## src/rtl/bank_request_tagger.sv

```systemverilog
// Request tagger ahead of one bank scheduler: stamps legal requests with an
// ID and a global cycle count, queues them in a FIFO and drives a stat tap.
module bank_request_tagger #(
    parameter int RANK   = 0,
    parameter int BANK   = 0,
    parameter int DEPTH  = 4,
    parameter int ADDR_W = 32,
    parameter int ID_W   = 32
) (
    input  logic                       clk,
    input  logic                       reset,
    input  logic                       in_valid,
    output logic                       in_ready,
    input  logic                       in_rd_en,
    input  logic                       in_wr_en,
    input  logic [ADDR_W-1:0]          in_addr,
    output logic                       out_valid,
    input  logic                       out_ready,
    output logic                       out_rd_en,
    output logic                       out_wr_en,
    output logic [ADDR_W-1:0]          out_addr,
    output logic [ID_W-1:0]            out_request_id,
    output logic [63:0]                out_cycle_stamp,
    output logic [63:0]                global_cycle,
    output logic                       stat_req_fire,
    output logic                       stat_rd_en,
    output logic                       stat_wr_en,
    output logic [ADDR_W-1:0]          stat_addr,
    output logic [ID_W-1:0]            stat_request_id,
    output logic [63:0]                stat_global_cycle,
    output logic [$clog2(DEPTH):0]     occupancy,
    output logic [15:0]                illegal_count
);
    localparam int PTR_W = $clog2(DEPTH);
    localparam int OCC_W = PTR_W + 1;

    if (DEPTH < 2 || (DEPTH & (DEPTH - 1)) != 0 || RANK < 0 || BANK < 0) begin : g_bad_param
        $error("bank_request_tagger: DEPTH must be a power of two >= 2, RANK/BANK >= 0");
    end

    typedef struct packed {
        logic              rd;
        logic              wr;
        logic [ADDR_W-1:0] addr;
        logic [ID_W-1:0]   id;
        logic [63:0]       stamp;
    } entry_t;

    entry_t           mem [DEPTH];
    entry_t           new_entry;
    entry_t           head;
    logic [PTR_W-1:0] wr_ptr, rd_ptr;
    logic [ID_W-1:0]  next_id;
    logic             accept, legal, push, pop;

    // in_ready depends on occupancy alone: a full FIFO refuses even while popping
    assign in_ready  = (occupancy < OCC_W'(DEPTH));
    assign out_valid = (occupancy != '0);
    assign accept    = in_valid & in_ready;
    assign legal     = in_rd_en ^ in_wr_en;
    assign push      = accept & legal;
    assign pop       = out_valid & out_ready;

    assign new_entry = '{rd: in_rd_en, wr: in_wr_en, addr: in_addr, id: next_id, stamp: global_cycle};

    // Head fields read as zero while empty so reset/flush leaves no stale data visible
    assign head            = out_valid ? mem[rd_ptr] : '0;
    assign out_rd_en       = head.rd;
    assign out_wr_en       = head.wr;
    assign out_addr        = head.addr;
    assign out_request_id  = head.id;
    assign out_cycle_stamp = head.stamp;

    always_ff @(posedge clk) begin
        if (push) mem[wr_ptr] <= new_entry;
    end

    always_ff @(posedge clk or negedge reset) begin
        if (!reset) begin
            global_cycle      <= '0;
            next_id           <= '0;
            wr_ptr            <= '0;
            rd_ptr            <= '0;
            occupancy         <= '0;
            illegal_count     <= '0;
            stat_req_fire     <= 1'b0;
            stat_rd_en        <= 1'b0;
            stat_wr_en        <= 1'b0;
            stat_addr         <= '0;
            stat_request_id   <= '0;
            stat_global_cycle <= '0;
        end else begin
            global_cycle  <= global_cycle + 64'd1;
            stat_req_fire <= push;
            if (push) begin
                wr_ptr            <= wr_ptr + 1'b1;
                next_id           <= next_id + 1'b1;
                stat_rd_en        <= new_entry.rd;
                stat_wr_en        <= new_entry.wr;
                stat_addr         <= new_entry.addr;
                stat_request_id   <= new_entry.id;
                stat_global_cycle <= new_entry.stamp;
            end
            if (pop) rd_ptr <= rd_ptr + 1'b1;
            if (push && !pop)      occupancy <= occupancy + 1'b1;
            else if (!push && pop) occupancy <= occupancy - 1'b1;
            if (accept && !legal && illegal_count != 16'hFFFF)
                illegal_count <= illegal_count + 16'd1;
        end
    end
endmodule

```

## config.mk

```make
export PLATFORM = sky130hd
export DESIGN_NAME = bank_request_tagger
export DESIGN_NICKNAME = d
export VERILOG_FILES = /design/src/rtl/bank_request_tagger.sv
export SDC_FILE = /design/constraint.sdc
export NUM_CORES = 1
export LEC_CHECK = 0
export CAP_MARGIN = 25
export CORE_AREA = 2 2 237 239
export CTS_CLUSTER_SIZE = 25
export DETAILED_ROUTE_END_ITERATION = 8
export DIE_AREA = 0 0 239 241
export PLACE_DENSITY = 0.89
export SLEW_MARGIN = 20
export SYNTH_ARGS = -nofsm -noshare
export SYNTH_HDL_FRONTEND = slang
export SYNTH_SLANG_ARGS = --single-unit
```

## constraint.sdc

```tcl
create_clock -name clk -period 5.6 [get_ports clk]
set_clock_uncertainty 0.2 [all_clocks]
set_input_delay 0.56 -clock clk [delete_from_list [all_inputs] [get_ports clk]]
set_output_delay 0.56 -clock clk [all_outputs]
set_load 0.1 [all_outputs]
```

======== After elaboration in Yosys (flattened, before gate mapping) ========
Memory sizes are Yosys's and may differ from the RTL's.
Cells that the tools add are included.
word-level totals
  RAM bits ................................ 520
  word-level logic and storage cells ...... 40
  output and inout port bits .............. 346
  register bits ........................... 250
  memories kept ........................... 1
  input bits .............................. 38
operators by class
  $add $sub $neg .......................... 7
  order comparisons ....................... 1
  bitwise logic cells ..................... 4
  equal/unequal tests ..................... 1
  reductions and logical operators ........ 9
  mux-type cells .......................... 5
memory list
  memory  depth  width  read ports  clocked after Yosys merged registers in  write ports  RTL line  source
  mem     4      130    1           0                                        1            49        entry_t mem [DEPTH];
operator list
  kind                     number
  $mux W130                1
  $add A64 B1 Y64 const B  1
  $add A32 B1 Y32 const B  1
  $add A16 B1 Y16 const B  1
  $ne A16 B16 Y1 const B   1
  $mux W3                  2
  $add A2 B1 Y2 const B    2
  $logic_and A1 B1 Y1      4
  $add A3 B1 Y3 const B    1
  $and A1 B1 Y1            3
  $logic_not A1 Y1         3
  $lt A3 B3 Y1 const B     1
  $reduce_bool A3 Y1       1
  $sub A3 B1 Y3 const B    1
  $mux W1                  2
  $reduce_bool A2 Y1       1
  $xor A1 B1 Y1            1

======== Longest topological paths before layout ========
  depth after elaboration ................. 7
  depth in mapped cells ................... 11
  gate-level depth less buffers ........... 9

======== Worst setup path before layout ========
OpenSTA, ideal clock, no wires.
  path type ............................... reg2reg
  from .................................... reg occupancy[2]
  to ...................................... mem mem[0][0] (netlist name), enable pin
  setup slack ............................. 618 ps
  clock period less this slack ............ 4982 ps
  library setup time ...................... 505 ps
  arrival ................................. 4276 ps
  required time ........................... 4895 ps
  buffers on the path ..................... 1
  stages on the path, launching flop included .. 4
  path through ............................ dfrtp_1 nor2b_1 clkbuf_1 and3_1
on the way
  longest elaborated chain between the ends .. 5
ends and longest elaborated chain
  what                           RTL line  source
  start: declaration             31        output logic [$clog2(DEPTH):0] occupancy,
  start signal: assignment       105       if (push && !pop) occupancy <= occupancy + 1'b1;
  start signal: assignment       106       else if (!push && pop) occupancy <= occupancy - 1'b1;
  $lt A3 B3 Y1                   57        assign in_ready = (occupancy < OCC_W'(DEPTH));
  $and A1 B1 Y1                  59        assign accept = in_valid & in_ready;
  $and A1 B1 Y1                  61        assign push = accept & legal;
  $mux W1                        75        if (push) mem[wr_ptr] <= new_entry;
  $mux W1 (not written as such)  75
  end: declaration               49
Every way passes these cells.

======== Worst setup path after layout ========
  from .................................... reg rd_ptr[0]
  to ...................................... out out_cycle_stamp[41]
on the way
  longest elaborated chain between the ends .. 2
ends and longest elaborated chain
  what                      RTL line  source
  start: declaration        52        logic [PTR_W-1:0] wr_ptr, rd_ptr;
  start signal: assignment  104       if (pop) rd_ptr <= rd_ptr + 1'b1;
  $mem_v2 Z4 W130           n/a
  $mux W130                 67        assign head = out_valid ? mem[rd_ptr] : '0;
  end: declaration          23        output logic [63:0] out_cycle_stamp,
Every way passes these cells.

==> results.json <==
{
  "run_status": "complete, no violations",
  "maxCapViolCount": 0,
  "worst-path-buf-inv": 2,
  "netSwitchingFraction_pct": 44.8,
  "ys_types": 43,
  "period_needed_ps": 4450,
  "path_class": "reg2out",
  "vias_per_cell": 5.88,
  "critPathTopFamily": "buffers and inverters",
  "nets": 2343,
  "arrival_ps": 3690,
  "p_sw_mw": 10.1,
  "crit_path_top_delay_cell": "clkdlybuf4s50_1",
  "final-hold-violation-count": 0,
  "path_clk_slew_ps": 60,
  "synth_cells": 1886,
  "p_int_mw": 12.5,
  "grt_max_degree": 106,
  "via_count": 18000,
  "clockPowerShare_pct": 24.7,
  "dominantRegCellSynth": "edfxtp_1",
  "rrSetupSlack_ps": 2300,
  "grt_usage_pct": 26.4,
  "synthArstFlopShare_pct": 32.5,
  "clock_sinks": 770,
  "r2r_start": "occupancy[2]$_DFFE_PN0P_",
  "peakVddDrop_v": 0.000545,
  "drt_iter0_drc": 1782,
  "synth_seq_area_share_pct": 72.7,
  "clock_latency_ps": 610,
  "final_core_util_pct": 68.5,
  "hold_start": "stat_global_cycle[8]$_DFFE_PN0P_",
  "row_count": 86,
  "diodes": 0,
  "hold_end": "stat_global_cycle[8]$_DFFE_PN0P_",
  "crit_chain": "buf_12 -> mux4_2 -> and2_1 -> clkdlybuf4s50_1",
  "setup_ws_ps": 1150,
  "areaGrowthSynthToFinish_pct": 25.0,
  "slew_headroom_pct": 24.6,
  "comb_power_share_pct": 44.9,
  "clockBufferDepth": 3,
  "ys_warn_count": 0,
  "post_cts_resized": 0,
  "tightest_slew_ps": 1130,
  "synth_edf_count": 520,
  "period_share_pct": 79.4,
  "powerDensity_nw_per_um2": 602,
  "gr-total-overflow": 0,
  "dpl_worst_slack_ps": 1440,
  "crit_required_ps": 4840,
  "ant_nets": 0,
  "hold_path.class": "reg2reg",
  "start_util_pct": 54.8,
  "htree_levels": 3,
  "dp_hpwl_um": 45000,
  "r2r_end": "stat_global_cycle[35]$_DFFE_PN0P_",
  "slowest_delay_ps": 980,
  "cp-startpoint": "rd_ptr[0]$_DFFE_PN0P_",
  "grt_pass1_wl_um": 114000,
  "numCtsBuffers": 78,
  "grt_pass1_vias": 18900,
  "finalSetupTns_ps": 0,
  "antenna_found_initial": 0,
  "final_max_slew_viol_count": 0,
  "pwr-share-seq_pct": 30.4,
  "wire_per_inst_um": 24.3,
  "worstSetupStartpointType": "flop",
  "wl_um": 74600,
  "gp_congestion": 0.808,
  "portBuffers": 383,
  "p_leak_nw": 14.5,
  "path_max_fanout": 53,
  "synth_nets": 1933,
  "reg2reg_depth": 6,
  "die_w_um": 239,
  "syn_avg_cell_area_um2": 15.9,
  "synth-seq-cells": 770,
  "syn-cell-area_um2": 30100,
  "drt_pre_antenna_iters": 5,
  "rsz0062_at_grt": "no",
  "core-area_um2": 54900,
  "end_kind": "primary output",
  "setup_viol_count_final": 0,
  "hold_depth": 2,
  "clock.fmax_mhz": 225,
  "cts_root_buffer": "clkbuf_16",
  "worst-path-stages": 4,
  "num_io_pins": 384,
  "drc_errors": 0,
  "die_y_um": 241,
  "cts_tree": "built",
  "die_area_um2": 57600,
  "drive_gt1_share_pct": 13.0
}
-- Yosys cell counts (2+ instances only) --
cell type | n | area (µm²)
nand3_2 | 2 | 20.0
xnor2_1 | 79 | 692
or3_1 | 2 | 12.5
and2_1 | 134 | 838
nor3_1 | 19 | 95.1
clkbuf_1 | 47 | 176
buf_2 | 19 | 95.1
o21ai_0 | 14 | 70.1
xor2_1 | 34 | 298
nor4_4 | 3 | 63.8
nand4_1 | 41 | 257
edfxtp_1 | 520 | 15600
or4_4 | 2 | 22.5
a21oi_1 | 4 | 20.0
dfrtp_1 | 250 | 6260
buf_1 | 9 | 33.8
mux4_2 | 130 | 2930
nor2b_1 | 2 | 12.5
nand3_1 | 36 | 180
and4_1 | 11 | 96.3
nor4_2 | 4 | 50.1
and3_1 | 21 | 131
nor2_1 | 39 | 146
inv_1 | 21 | 78.8
nand2_1 | 414 | 1550
nor3_2 | 3 | 30.0
ha_1 | 8 | 100
nor4_1 | 3 | 18.8
-- sequential cells by signal, summed over array words and instances, names as in the netlist --
register / flops
mem: 520
global_cycle: 64
stat_global_cycle: 64
next_id: 32
stat_addr: 32
stat_request_id: 32
illegal_count: 16
occupancy: 3
rd_ptr: 2
wr_ptr: 2
stat_rd_en: 1
stat_req_fire: 1
stat_wr_en: 1
-- metrics by stage --
step	hold slack, ps	instances	area [µm²]	total power, mW
floorplan	64.4	1886	30100	14.7
global placement	256	2917	34800	17.0
detailed placement	262	2918	34800	17.2
CTS	279	3064	37600	22.8
global route	296	3065	37600	23.3
finish	277	3065	37600	22.6
-- layout make-up --
cell class / count / area, µm²
Multi-Input combinational cell: 1019 / 7840
Inverter: 22 / 85.1
Sequential cell: 770 / 21900
Fill cell: 3282 / 17300
Clock buffer: 106 / 2210
Tap cell: 704 / 881
Timing Repair Buffer: 405 / 4110
Clock inverter: 39 / 567
-- cell usage in the layout, fill, tap and decap left out, types with 3 or more instances in the layout --
master / count
a21oi_1: 4
and2_1: 134
and3_1: 17
and3_4: 4
and4_1: 11
buf_12: 9
buf_4: 12
bufinv_16: 13
clkbuf_1: 16
clkbuf_16: 81
clkbuf_8: 9
clkdlybuf4s50_1: 381
clkinv_1: 5
clkinv_2: 9
clkinvlp_4: 4
dfrtp_1: 248
edfxtp_1: 520
ha_1: 8
inv_1: 21
inv_6: 4
mux4_2: 130
nand2_1: 413
nand3_1: 36
nand4_1: 41
nor2_1: 39
nor3_1: 19
nor3_2: 3
nor4_1: 3
nor4_2: 4
nor4_4: 3
o21ai_0: 14
xnor2_1: 79
xor2_1: 34
-- repair_timing --
action                    CTS  global route
hold buffers                1             0
hold endpoints to repair   89             0
buffers inserted            0             0
-- power groups by stage --
stage,Combinational [mW],Sequential (mW),Clock (mW)
finish,10.2,6.88,5.60
global route,10.5,6.93,5.88
CTS,10.2,6.88,5.68
detailed placement,10.2,6.99,0
global placement,10.0,6.95,0
floorplan,6.53,8.21,0
-- cell families after synthesis --
kind of cell,after synthesis,synth area share (%)
multiplexers,132,9.81
buffers and inverters,97,1.29
adder cells (fa/ha/maj),9,0.399
AND/OR/NAND/NOR,744,12.1
flip-flops,770,72.7
XOR/XNOR,114,3.35
AO/OA/AOI/OAI,20,0.354
-- routing by layer --
layer	share of wire [%]	GRT usage [%]	vias to the layer above
li1	-	-	7682
met1	37	33.4	9270
met2	52	45.3	929
met3	8.8	5.92	131
met4	2.5	9.24	0
met5	0	0	-
-- worst min-delay path, stage by stage, from the launching register on --
cell     delay (ps)
dfrtp_1         340
nand2_1          50
nand2_1          50
-- worst max-delay path by stage --
stage | end
after global placement | stat_global_cycle[59]$_DFFE_PN0P_
after CTS | out_cycle_stamp[32]
final | out_cycle_stamp[41]
after detailed placement | stat_global_cycle[32]$_DFFE_PN0P_
after global routing | out_cycle_stamp[32]
after floorplan | mem[0][0]$_DFFE_PP_
(Power assumes the default switching activity.)
